File: src/rtl/mips_pkg.sv
// Shared ALU control codes, ALU-op encodings, R-type funct codes and the ALU control decode.
// Latency: none (types, constants and a pure function only).
// Backpressure: not applicable.
package mips_pkg;

  localparam logic [3:0] ALUCTR_AND = 4'b0000;
  localparam logic [3:0] ALUCTR_OR  = 4'b0001;
  localparam logic [3:0] ALUCTR_ADD = 4'b1000;
  localparam logic [3:0] ALUCTR_SUB = 4'b0110;
  localparam logic [3:0] ALUCTR_SLT = 4'b0111;
  localparam logic [3:0] ALUCTR_NOR = 4'b1100;

  localparam logic [1:0] ALUOP_ADD   = 2'b00;
  localparam logic [1:0] ALUOP_SUB   = 2'b01;
  localparam logic [1:0] ALUOP_RTYPE = 2'b10;
  localparam logic [1:0] ALUOP_ORI   = 2'b11;

  localparam logic [5:0] FUNCT_ADD = 6'b100000;
  localparam logic [5:0] FUNCT_SUB = 6'b100010;
  localparam logic [5:0] FUNCT_AND = 6'b100100;
  localparam logic [5:0] FUNCT_OR  = 6'b100101;
  localparam logic [5:0] FUNCT_NOR = 6'b100111;
  localparam logic [5:0] FUNCT_SLT = 6'b101010;

  // Registered ALU control plus the unsupported-funct flag.
  typedef struct packed {
    logic       illegal;
    logic [3:0] ctr;
  } aluctl_t;

  // Control bits carried through the stage alongside the operands.
  typedef struct packed {
    logic alusrc;
    logic regwrite;
    logic memread;
    logic memwrite;
  } ctrl_t;

  // Unsupported R-type functs fall back to add so the ALU still does something benign.
  function automatic aluctl_t alu_decode(input logic [1:0] aluop, input logic [5:0] funct);
    aluctl_t d;
    d.illegal = 1'b0;
    d.ctr     = ALUCTR_ADD;
    case (aluop)
      ALUOP_ADD: d.ctr = ALUCTR_ADD;
      ALUOP_SUB: d.ctr = ALUCTR_SUB;
      ALUOP_ORI: d.ctr = ALUCTR_OR;
      default: begin
        case (funct)
          FUNCT_ADD: d.ctr = ALUCTR_ADD;
          FUNCT_SUB: d.ctr = ALUCTR_SUB;
          FUNCT_AND: d.ctr = ALUCTR_AND;
          FUNCT_OR:  d.ctr = ALUCTR_OR;
          FUNCT_NOR: d.ctr = ALUCTR_NOR;
          FUNCT_SLT: d.ctr = ALUCTR_SLT;
          default: begin
            d.ctr     = ALUCTR_ADD;
            d.illegal = 1'b1;
          end
        endcase
      end
    endcase
    return d;
  endfunction

endpackage

File: src/rtl/id_ex_stage_if.sv
// ID/EX stage bundle: decode-side handshake and fields, forwarding sources, ALU-side outputs.
// Latency: none (wiring only).
// Backpressure: in_ready/out_ready valid-ready pairs on the decode and ALU sides.
interface id_ex_stage_if #(
  parameter int DATA_W = 32,
  parameter int REG_AW = 5
);
  import mips_pkg::*;

  logic              in_valid;
  logic              in_ready;
  logic              flush;
  logic [REG_AW-1:0] in_rs_addr;
  logic [REG_AW-1:0] in_rt_addr;
  logic [REG_AW-1:0] in_rd_addr;
  logic [DATA_W-1:0] in_rs_data;
  logic [DATA_W-1:0] in_rt_data;
  logic [DATA_W-1:0] in_imm;
  logic              in_alusrc;
  logic [1:0]        in_aluop;
  logic [5:0]        in_funct;
  logic              in_regwrite;
  logic              in_memread;
  logic              in_memwrite;

  logic              exmem_regwrite;
  logic [REG_AW-1:0] exmem_rd;
  logic [DATA_W-1:0] exmem_result;
  logic              memwb_regwrite;
  logic [REG_AW-1:0] memwb_rd;
  logic [DATA_W-1:0] memwb_result;

  logic              out_valid;
  logic              out_ready;
  logic [DATA_W-1:0] alu_a;
  logic [DATA_W-1:0] alu_b;
  logic [3:0]        alu_ctr;
  logic [DATA_W-1:0] store_data;
  logic [REG_AW-1:0] out_rd_addr;
  logic              out_regwrite;
  logic              out_memread;
  logic              out_memwrite;
  logic              out_illegal;

  // Stage view.
  modport slave (
    input  in_valid, flush, in_rs_addr, in_rt_addr, in_rd_addr, in_rs_data, in_rt_data,
           in_imm, in_alusrc, in_aluop, in_funct, in_regwrite, in_memread, in_memwrite,
           exmem_regwrite, exmem_rd, exmem_result, memwb_regwrite, memwb_rd, memwb_result,
           out_ready,
    output in_ready, out_valid, alu_a, alu_b, alu_ctr, store_data, out_rd_addr,
           out_regwrite, out_memread, out_memwrite, out_illegal
  );

  // Surrounding pipeline view.
  modport master (
    output in_valid, flush, in_rs_addr, in_rt_addr, in_rd_addr, in_rs_data, in_rt_data,
           in_imm, in_alusrc, in_aluop, in_funct, in_regwrite, in_memread, in_memwrite,
           exmem_regwrite, exmem_rd, exmem_result, memwb_regwrite, memwb_rd, memwb_result,
           out_ready,
    input  in_ready, out_valid, alu_a, alu_b, alu_ctr, store_data, out_rd_addr,
           out_regwrite, out_memread, out_memwrite, out_illegal
  );
endinterface

File: src/rtl/fwd_mux.sv
// Operand forwarding select: EX/MEM result, else MEM/WB result, else the held regfile value.
// Latency: combinational.
// Backpressure: none; output tracks its inputs every cycle.
module fwd_mux #(
  parameter int DATA_W = 32,
  parameter int REG_AW = 5
) (
  input  logic [REG_AW-1:0] rx,
  input  logic [DATA_W-1:0] rx_data,
  input  logic              exmem_regwrite,
  input  logic [REG_AW-1:0] exmem_rd,
  input  logic [DATA_W-1:0] exmem_result,
  input  logic              memwb_regwrite,
  input  logic [REG_AW-1:0] memwb_rd,
  input  logic [DATA_W-1:0] memwb_result,
  output logic [DATA_W-1:0] fwd
);

  // The younger EX/MEM producer wins; $zero is hardwired so it is never forwarded.
  always_comb begin
    fwd = rx_data;
    if (exmem_regwrite && (exmem_rd == rx) && (rx != '0))
      fwd = exmem_result;
    else if (memwb_regwrite && (memwb_rd == rx) && (rx != '0))
      fwd = memwb_result;
  end

endmodule

File: src/rtl/id_ex_stage.sv
// ID/EX register ahead of the ALU: captures decoded instruction, decodes ALU control, forwards.
// Latency: 1 cycle from accepted input to presented output; forwarding muxes are combinational.
// Backpressure: in_ready = !out_valid | out_ready, so a stalled ALU side holds the stage full.
module id_ex_stage
  import mips_pkg::*;
#(
  parameter int DATA_W = 32,
  parameter int REG_AW = 5
) (
  input logic        clk,
  input logic        rst_n,
  id_ex_stage_if.slave bus
);

  logic              load;
  logic              valid_q;
  logic [REG_AW-1:0] rs_q;
  logic [REG_AW-1:0] rt_q;
  logic [REG_AW-1:0] rd_q;
  logic [DATA_W-1:0] rs_data_q;
  logic [DATA_W-1:0] rt_data_q;
  logic [DATA_W-1:0] imm_q;
  ctrl_t             ctrl_q;
  aluctl_t           aluctl_q;
  logic [DATA_W-1:0] fwd_rs;
  logic [DATA_W-1:0] fwd_rt;

  assign bus.in_ready = !valid_q | bus.out_ready;
  assign load         = bus.in_valid & bus.in_ready & ~bus.flush;

  // Valid bit: flush squashes everything, a load refills, a downstream accept drains.
  always_ff @(posedge clk or negedge rst_n) begin
    if (!rst_n)
      valid_q <= 1'b0;
    else if (bus.flush)
      valid_q <= 1'b0;
    else if (load)
      valid_q <= 1'b1;
    else if (bus.out_ready)
      valid_q <= 1'b0;
  end

  // Payload only moves on a load, so it is frozen for the whole of a stall.
  always_ff @(posedge clk or negedge rst_n) begin
    if (!rst_n) begin
      rs_q      <= '0;
      rt_q      <= '0;
      rd_q      <= '0;
      rs_data_q <= '0;
      rt_data_q <= '0;
      imm_q     <= '0;
      ctrl_q    <= '0;
      aluctl_q  <= '0;
    end else if (load) begin
      rs_q      <= bus.in_rs_addr;
      rt_q      <= bus.in_rt_addr;
      rd_q      <= bus.in_rd_addr;
      rs_data_q <= bus.in_rs_data;
      rt_data_q <= bus.in_rt_data;
      imm_q     <= bus.in_imm;
      ctrl_q    <= '{alusrc:   bus.in_alusrc,
                     regwrite: bus.in_regwrite,
                     memread:  bus.in_memread,
                     memwrite: bus.in_memwrite};
      aluctl_q  <= alu_decode(bus.in_aluop, bus.in_funct);
    end
  end

  fwd_mux #(.DATA_W(DATA_W), .REG_AW(REG_AW)) u_fwd_rs (
    .rx             (rs_q),
    .rx_data        (rs_data_q),
    .exmem_regwrite (bus.exmem_regwrite),
    .exmem_rd       (bus.exmem_rd),
    .exmem_result   (bus.exmem_result),
    .memwb_regwrite (bus.memwb_regwrite),
    .memwb_rd       (bus.memwb_rd),
    .memwb_result   (bus.memwb_result),
    .fwd            (fwd_rs)
  );

  fwd_mux #(.DATA_W(DATA_W), .REG_AW(REG_AW)) u_fwd_rt (
    .rx             (rt_q),
    .rx_data        (rt_data_q),
    .exmem_regwrite (bus.exmem_regwrite),
    .exmem_rd       (bus.exmem_rd),
    .exmem_result   (bus.exmem_result),
    .memwb_regwrite (bus.memwb_regwrite),
    .memwb_rd       (bus.memwb_rd),
    .memwb_result   (bus.memwb_result),
    .fwd            (fwd_rt)
  );

  assign bus.out_valid    = valid_q;
  assign bus.alu_a        = fwd_rs;
  assign bus.alu_b        = ctrl_q.alusrc ? imm_q : fwd_rt;
  assign bus.store_data   = fwd_rt;
  assign bus.alu_ctr      = aluctl_q.ctr;
  assign bus.out_illegal  = aluctl_q.illegal;
  assign bus.out_rd_addr  = rd_q;
  // Side-effecting controls are gated so an empty stage can never write or access memory.
  assign bus.out_regwrite = valid_q & ctrl_q.regwrite;
  assign bus.out_memread  = valid_q & ctrl_q.memread;
  assign bus.out_memwrite = valid_q & ctrl_q.memwrite;

endmodule

File: src/flat_wrapper.sv
// flat-port wrapper written by rule: the top's interface ports become plain ports
module id_ex_stage_flat import mips_pkg::*;
#(
  parameter int DATA_W = 32,
  parameter int REG_AW = 5
)
  (clk, rst_n, bus_in_valid, bus_flush, bus_in_rs_addr, bus_in_rt_addr, bus_in_rd_addr, bus_in_rs_data, bus_in_rt_data, bus_in_imm, bus_in_alusrc, bus_in_aluop, bus_in_funct, bus_in_regwrite, bus_in_memread, bus_in_memwrite, bus_exmem_regwrite, bus_exmem_rd, bus_exmem_result, bus_memwb_regwrite, bus_memwb_rd, bus_memwb_result, bus_out_ready, bus_in_ready, bus_out_valid, bus_alu_a, bus_alu_b, bus_alu_ctr, bus_store_data, bus_out_rd_addr, bus_out_regwrite, bus_out_memread, bus_out_memwrite, bus_out_illegal);
  id_ex_stage_if #(.DATA_W(DATA_W), .REG_AW(REG_AW)) bus_i ();
  input logic clk;
  input logic rst_n;
  input wire logic [$bits(bus_i.in_valid)-1:0] bus_in_valid;
  input wire logic [$bits(bus_i.flush)-1:0] bus_flush;
  input wire logic [$bits(bus_i.in_rs_addr)-1:0] bus_in_rs_addr;
  input wire logic [$bits(bus_i.in_rt_addr)-1:0] bus_in_rt_addr;
  input wire logic [$bits(bus_i.in_rd_addr)-1:0] bus_in_rd_addr;
  input wire logic [$bits(bus_i.in_rs_data)-1:0] bus_in_rs_data;
  input wire logic [$bits(bus_i.in_rt_data)-1:0] bus_in_rt_data;
  input wire logic [$bits(bus_i.in_imm)-1:0] bus_in_imm;
  input wire logic [$bits(bus_i.in_alusrc)-1:0] bus_in_alusrc;
  input wire logic [$bits(bus_i.in_aluop)-1:0] bus_in_aluop;
  input wire logic [$bits(bus_i.in_funct)-1:0] bus_in_funct;
  input wire logic [$bits(bus_i.in_regwrite)-1:0] bus_in_regwrite;
  input wire logic [$bits(bus_i.in_memread)-1:0] bus_in_memread;
  input wire logic [$bits(bus_i.in_memwrite)-1:0] bus_in_memwrite;
  input wire logic [$bits(bus_i.exmem_regwrite)-1:0] bus_exmem_regwrite;
  input wire logic [$bits(bus_i.exmem_rd)-1:0] bus_exmem_rd;
  input wire logic [$bits(bus_i.exmem_result)-1:0] bus_exmem_result;
  input wire logic [$bits(bus_i.memwb_regwrite)-1:0] bus_memwb_regwrite;
  input wire logic [$bits(bus_i.memwb_rd)-1:0] bus_memwb_rd;
  input wire logic [$bits(bus_i.memwb_result)-1:0] bus_memwb_result;
  input wire logic [$bits(bus_i.out_ready)-1:0] bus_out_ready;
  output wire logic [$bits(bus_i.in_ready)-1:0] bus_in_ready;
  output wire logic [$bits(bus_i.out_valid)-1:0] bus_out_valid;
  output wire logic [$bits(bus_i.alu_a)-1:0] bus_alu_a;
  output wire logic [$bits(bus_i.alu_b)-1:0] bus_alu_b;
  output wire logic [$bits(bus_i.alu_ctr)-1:0] bus_alu_ctr;
  output wire logic [$bits(bus_i.store_data)-1:0] bus_store_data;
  output wire logic [$bits(bus_i.out_rd_addr)-1:0] bus_out_rd_addr;
  output wire logic [$bits(bus_i.out_regwrite)-1:0] bus_out_regwrite;
  output wire logic [$bits(bus_i.out_memread)-1:0] bus_out_memread;
  output wire logic [$bits(bus_i.out_memwrite)-1:0] bus_out_memwrite;
  output wire logic [$bits(bus_i.out_illegal)-1:0] bus_out_illegal;
  assign bus_i.in_valid = bus_in_valid;
  assign bus_i.flush = bus_flush;
  assign bus_i.in_rs_addr = bus_in_rs_addr;
  assign bus_i.in_rt_addr = bus_in_rt_addr;
  assign bus_i.in_rd_addr = bus_in_rd_addr;
  assign bus_i.in_rs_data = bus_in_rs_data;
  assign bus_i.in_rt_data = bus_in_rt_data;
  assign bus_i.in_imm = bus_in_imm;
  assign bus_i.in_alusrc = bus_in_alusrc;
  assign bus_i.in_aluop = bus_in_aluop;
  assign bus_i.in_funct = bus_in_funct;
  assign bus_i.in_regwrite = bus_in_regwrite;
  assign bus_i.in_memread = bus_in_memread;
  assign bus_i.in_memwrite = bus_in_memwrite;
  assign bus_i.exmem_regwrite = bus_exmem_regwrite;
  assign bus_i.exmem_rd = bus_exmem_rd;
  assign bus_i.exmem_result = bus_exmem_result;
  assign bus_i.memwb_regwrite = bus_memwb_regwrite;
  assign bus_i.memwb_rd = bus_memwb_rd;
  assign bus_i.memwb_result = bus_memwb_result;
  assign bus_i.out_ready = bus_out_ready;
  assign bus_in_ready = bus_i.in_ready;
  assign bus_out_valid = bus_i.out_valid;
  assign bus_alu_a = bus_i.alu_a;
  assign bus_alu_b = bus_i.alu_b;
  assign bus_alu_ctr = bus_i.alu_ctr;
  assign bus_store_data = bus_i.store_data;
  assign bus_out_rd_addr = bus_i.out_rd_addr;
  assign bus_out_regwrite = bus_i.out_regwrite;
  assign bus_out_memread = bus_i.out_memread;
  assign bus_out_memwrite = bus_i.out_memwrite;
  assign bus_out_illegal = bus_i.out_illegal;
  id_ex_stage #(.DATA_W(DATA_W), .REG_AW(REG_AW)) u_core (.clk(clk), .rst_n(rst_n), .bus(bus_i));
endmodule
File: config.mk
export PLATFORM = sky130hd
export DESIGN_NAME = id_ex_stage_flat
export DESIGN_NICKNAME = d
export VERILOG_FILES = /design/src/rtl/mips_pkg.sv /design/src/rtl/id_ex_stage_if.sv /design/src/rtl/fwd_mux.sv /design/src/rtl/id_ex_stage.sv /design/src/flat_wrapper.sv
export SDC_FILE = /design/constraint.sdc
export NUM_CORES = 1
export LEC_CHECK = 0
export CORE_MARGIN = 10
export CORE_UTILIZATION = 40
export DETAILED_ROUTE_END_ITERATION = 6
export PLACE_DENSITY = 0.76
export RECOVER_POWER = 100
export SLEW_MARGIN = 15
export SYNTH_ARGS = -nofsm -noshare
export SYNTH_HDL_FRONTEND = slang
export SYNTH_SLANG_ARGS = --single-unit
File: constraint.sdc
create_clock -name clk -period 4.8 [get_ports clk]
set_clock_uncertainty 0.15 [all_clocks]
set_input_delay 0.48 -clock clk [delete_from_list [all_inputs] [get_ports clk]]
set_output_delay 0.48 -clock clk [all_outputs]
set_load 0.01 [all_outputs]
==> results of run 1 <==
## power by group
group          leakage (nW)  switching [mW]  internal, mW
Clock                 0.303           0.508         0.886
Sequential             1.43           0.120          1.19
Combinational          2.45           0.608         0.752
## state kept, by name, summed over array words and instances, names as in the netlist
signal / flops
u_core.bus.out_valid: 1
u_core.imm_q: 32
u_core.rs_data_q: 32
u_core.rt_data_q: 32
u_core.bus.out_illegal: 1
u_core.ctrl_q: 4
u_core.rs_q: 5
u_core.bus.alu_ctr: 4
u_core.bus.out_rd_addr: 5
u_core.rt_q: 5
## synth_stat cells, types with 2 or more instances
library cell  count  area (µm²)
a21oi_1           4        20.0
o31ai_1          32         240
a31oi_1          32         200
nor4_2            2        25.0
xor2_1            4        35.0
clkbuf_1         39         146
and2_1            3        18.8
nor3_1           32         160
nand2_1          36         135
mux2_2          147        1660
nand3b_1          2        15.0
mux2i_1          32         320
nand4_1           4        25.0
inv_1             4        15.0
dfrtp_1         121        3030
nand3_1          31         155
and3_1           31         194
buf_1             4        15.0
nor2_1            9        33.8
nor2b_1           3        18.8
buf_2            17        85.1
nor3b_1           3        22.5
xnor2_1          16         140
o21ai_0          36         180
## per-layer routing
metal  track usage, %  vias up  wire [µm]  share of wire, %
met2             36.3      282      13100                47
met5                0        -          0                 0
met3             6.15       43       1870               6.6
met4             10.7        0        982               3.5
li1                 -     3011          -                 -
met1             29.9     3124      12200                43
## layout make-up
class	count	area (µm²)	area share, %
clock inverter	14	196	1.79
sequential	121	3030	27.7
antenna	5	12.5	0.114
multi-input combinational	472	3730	34.1
clock buffer	18	439	4.01
tap	225	282	2.57
inverter	4	15.0	0.137
timing repair buffer	330	3250	29.7
## metrics by stage
| step | utilization (%) | worst slack [ns] | power (mW) |
|---|---|---|---|
| floorplan | - | 2.12 | 1.95 |
| global placement | 60.0 | 0.826 | 2.74 |
| detailed placement | 60.0 | 0.807 | 2.77 |
| CTS | 63.7 | 0.392 | 4.18 |
| global route | 63.5 | 0.277 | 4.25 |
| finish | 63.5 | 0.470 | 4.07 |
## cells by family (layout without fill, tap and decap cells)
logic type,after synthesis,in the layout
buf+inv,64,366
simple gates,163,163
flops,121,121
compound gates,110,110
mux,179,179
xor+xnor,20,20
other cells,0,5
## worst max path at each step
| stage | startpoint | cells past startpoint | slack [ns] | endpoint |
|---|---|---|---|---|
| 2_1_floorplan | u_core.rt_q[1] | 6 | 2.12 | bus_alu_b[0] |
| 3_3_place_gp | bus_exmem_rd[1] | 7 | 0.83 | bus_alu_b[24] |
| 3_5_place_dp | bus_memwb_rd[0] | 8 | 0.81 | bus_alu_b[2] |
| 4_1_cts | u_core.rt_q[1] | 6 | 0.39 | bus_alu_b[8] |
| 5_1_grt | u_core.rs_q[1] | 6 | 0.28 | bus_alu_a[15] |
| 6_report | u_core.rs_q[1] | 6 | 0.47 | bus_alu_a[15] |
==> flow_metrics.tcl, run 1 <==
set metrics [dict create \
    place.detailed.hpwl_um 21700 \
    rows 48 \
    total_leakage_power_nw 4.18 \
    synth_top_family_by_area "multiplexers" \
    grt_first_pass_wirelength_um 42700 \
    worstSetupStartpointType "register" \
    htree_levels 4 \
    path_max_fanout 64 \
    critPathMaxStageDelay_ns 0.64 \
    dr.pass1.iters 5 \
    r2r_start "u_core.bus.out_valid" \
    die_y_um 152 \
    max_freq_mhz 231 \
    cts_buffers 17 \
    cts-root-buf "clkbuf_16" \
    synth_fp_nets 861 \
    rr_endpoint "u_core.imm_q[9]" \
    power_density_nw_per_um2 371 \
    placed_area_um2 10300 \
    whs_path_depth 1 \
    grt_setup_unrepaired "no" \
    critical_path_class "reg2out" \
    cp_top_family "buffers and inverters" \
    initial_core_util_pct 40.6 \
    violations "capacitance limit, slew limit" \
    setup-tns-final_ns 0 \
    min_period_ns 4.33 \
    postRouteAntennaNets 0 \
    crit_buf_inv 2 \
    routed_wl_um 28200 \
    yosys.area_share.simple_pct 12.3 \
    antenna_found_initial 5 \
    clockBufferDepth 2 \
    async_flop_share_pct 100 \
    clock_sinks 121 \
    slew_violations 204 \
    tightest_slew_ns 2.38 \
    slew-limit-headroom_pct -58.5 \
    finalCritPeriodShare_pct 90.2 \
    worstHoldPathType "reg2reg" \
    drc 0 \
    ys_types 37 \
    gp_congestion 0.883 \
    final_cell_mix "208 x clkdlybuf4s50_1, 147 x mux2_2, 121 x dfrtp_1" \
    setup_violations 0 \
    io-pin-count 315 \
    fin_hold_ws_ns 0.350 \
    ys_warn_count 0 \
    hold_end "u_core.bus.out_rd_addr[2]" \
    ys_seq_area_share_pct 43.3 \
    syn_area_um2 6990 \
    path_clk_slew_ns 0.06 \
    dieArea_um2 23200 \
    cp.required_ns 4.17 \
    hold_viol 0 \
    final_cells 1189 \
    routedWlPerCell_um 23.7 \
    post_cts_buffers 0 \
    synth-compound-area-share_pct 9.89 \
    worstPathArrival_ns 3.70 \
    track_usage_pct 23.5 \
    final_common_cell "clkdlybuf4s50_1" \
    drive_above_1_share_pct 20.8 \
    synth_xor_xnor_area_share_pct 2.50 \
    synthFlopType "dfrtp_1" \
    layout.nets 1150 \
    viasPerCell 5.43 \
    synth_edf_count 0 \
    vias 6460 \
    first_iter_violations 508 \
    status "finished, violations left" \
    area_delta_synth_final_pct 56.6 \
    grt.overflow.total 0 \
    synth_fa_ha_area_share_pct 0 \
    cts_hold_buf 0 \
    cts_resized 0 \
    first_global_vias 6722 \
    dp.cells 1152 \
    synth_seq_cells 121 \
    cpMaxStageDelayCell "clkbuf_2" \
    cts_tree "done" \
    port_buffers 314 \
    endpoint_kind "primary output" \
    syn-mean-instance-area_um2 10.6 \
    ir_drop_uv 288 \
    clkLatencyLatePin_ns 0.41 \
    grt_max_degree 94 \
    synth_cells 657 \
    die_x_um 152 \
    crit_chain "or4_1, nor2_1, nor4_4, clkbuf_2, o21ai_0, clkdlybuf4s50_1" \
    hp-start "u_core.bus.out_rd_addr[2]" \
    coreArea_um2 17200 \
    fillers 1398 \
    synth_mux_area_share_pct 28.3 \
    rr_worst_depth 4 \
    reg2reg_slack_ns 1.53 \
    stdcell_area_um2 11000 \
    drv_cap 3 \
]
Power figures use the tool's default switching activity.
==> run 2, diff against run 1 <==
--- a/config.mk
+++ b/config.mk
@@ -9,2 +9,3 @@
 export CORE_UTILIZATION = 40
+export CTS_BUF_LIST = sky130_fd_sc_hd__clkbuf_4 sky130_fd_sc_hd__clkbuf_8
 export DETAILED_ROUTE_END_ITERATION = 6
==> constraint.sdc (replaced) <==
create_clock -name clk -period 5.4 [get_ports clk]
set_clock_uncertainty 0.15 [all_clocks]
set_input_delay 0.81 -clock clk [delete_from_list [all_inputs] [get_ports clk]]
set_output_delay 0.81 -clock clk [all_outputs]
set_load 0.01 [all_outputs]
==> flow_metrics.tcl, run 2 (same netlist as run 1, synthesis figures left out) <==
set metrics [dict create \
    status "finished, violations left" \
    violations "capacitance limit, slew limit" \
    area_delta_synth_final_pct 53.3 \
    post_cts_buffers 0 \
    first_global_vias 6726 \
    slew_violations 159 \
    grt_max_degree 81 \
    power_mw 3.22 \
    cts_resized 0 \
    track_usage_pct 23.0 \
    layout.nets 1150 \
    io-pin-count 315 \
    path_max_fanout 33 \
    cts_hold_buf 0 \
    setup_violations 0 \
    hold_viol 0 \
    dr.pass1.iters 5 \
    cts-root-buf "clkbuf_8" \
    total_leakage_power_nw 4.10 \
    cts_tree "done" \
    postRouteAntennaNets 0 \
    power_density_nw_per_um2 300 \
    endpoint_kind "primary output" \
    setup-tns-final_ns 0 \
    drive_above_1_share_pct 20.6 \
    grt_setup_unrepaired "no" \
    clock_sinks 121 \
    finalCritPeriodShare_pct 92.4 \
    worstPathArrival_ns 4.03 \
    gp_congestion 0.881 \
    first_iter_violations 462 \
    cts_buffers 17 \
    grt.overflow.total 0 \
    drc 0 \
    antenna_found_initial 5 \
    viasPerCell 5.44 \
    routedWlPerCell_um 23.5 \
    max_freq_mhz 200 \
    htree_levels 4 \
    critical_path_class "in2out" \
    cp.required_ns 4.44 \
    port_buffers 314 \
    tightest_slew_ns 3.70 \
    worstHoldPathType "reg2reg" \
    vias 6459 \
    worstSetupStartpointType "input pin" \
    clkLatencyLatePin_ns 0.44 \
    slew-limit-headroom_pct -147 \
    die_y_um 152 \
    initial_core_util_pct 40.6 \
    final_common_cell "clkdlybuf4s50_1" \
    fin_hold_ws_ns 0.354 \
    min_period_ns 4.99 \
    clockBufferDepth 2 \
    routed_wl_um 27900 \
    grt_first_pass_wirelength_um 41900 \
    rows 48 \
    final_cell_mix "210 x clkdlybuf4s50_1, 147 x mux2_2, 121 x dfrtp_1" \
    path_clk_slew_ns 0.07 \
    drv_cap 2 \
    die_x_um 152 \
    place.detailed.hpwl_um 21800 \
    coreArea_um2 17200 \
    ir_drop_uv 188 \
    reg_top3 "u_core.imm_q: 32 flops, u_core.rs_data_q: 32 flops, u_core.rt_data_q: 32 flops" \
    dieArea_um2 23200 \
]
[run 2: cell type report]
cell class	instances	area, µm²
repair buffers	330	3260
flip-flops and latches	121	3030
multi-input cells	472	3720
diodes	6	15.0
clock inverters	8	121
clock buffers	21	283
well taps	225	282
fillers	1471	6510
inverters	4	15.0
[run 2: metrics by stage]
step / std cells / area (µm²) / util [%] / worst slack, ns
CTS: 1181 / 10800 / 62.4 / 0.651
detailed placement: 1152 / 10300 / 60.0 / 0.769
floorplan: 657 / 6990 / - / 2.22
global route: 1186 / 10700 / 62.2 / 0.316
global placement: 1152 / 10300 / 60.0 / 0.759
finish: 1187 / 10700 / 62.2 / 0.408
[run 2: worst max-delay path, stage by stage]
cell	delay, ns
dlygate4sd3_1	0.64
xnor2_2	0.13
buf_4	0.29
nand2_1	0.09
clkbuf_2	0.46
o31ai_1	0.46
a31oi_1	0.21
mux2_2	0.33
dlygate4sd3_1	0.60
[run 2: power by group]
group | internal [mW] | switching (mW) | leakage, nW
sequential | 1.06 | 0.0985 | 1.43
combinational | 0.672 | 0.538 | 2.46
clock | 0.489 | 0.364 | 0.207
[run 2: worst paths after layout]
check | startpoint | end | slack (ns) | cells after the start
setup / recovery | bus_memwb_rd[1] | bus_alu_b[15] | 0.41 | 9
hold / removal | u_core.imm_q[2] | u_core.imm_q[2] | 0.35 | 1
setup reg to reg | u_core.bus.out_valid | u_core.imm_q[21] | 2.07 | 4
hold reg to reg | u_core.imm_q[2] | u_core.imm_q[2] | 0.35 | 1
max in group asynchronous | rst_n | u_core.rs_data_q[23] | 1.27 | 2
min in group asynchronous | rst_n | u_core.bus.out_rd_addr[4] | 1.69 | 1
[run 2: routing by layer]
metal | vias up | routed length [µm] | track usage, %
li1 | 3021 | - | -
met1 | 3149 | 12300 | 29.2
met2 | 254 | 13100 | 36.0
met3 | 35 | 1740 | 5.96
met4 | 0 | 741 | 9.86
met5 | - | 0 | 0
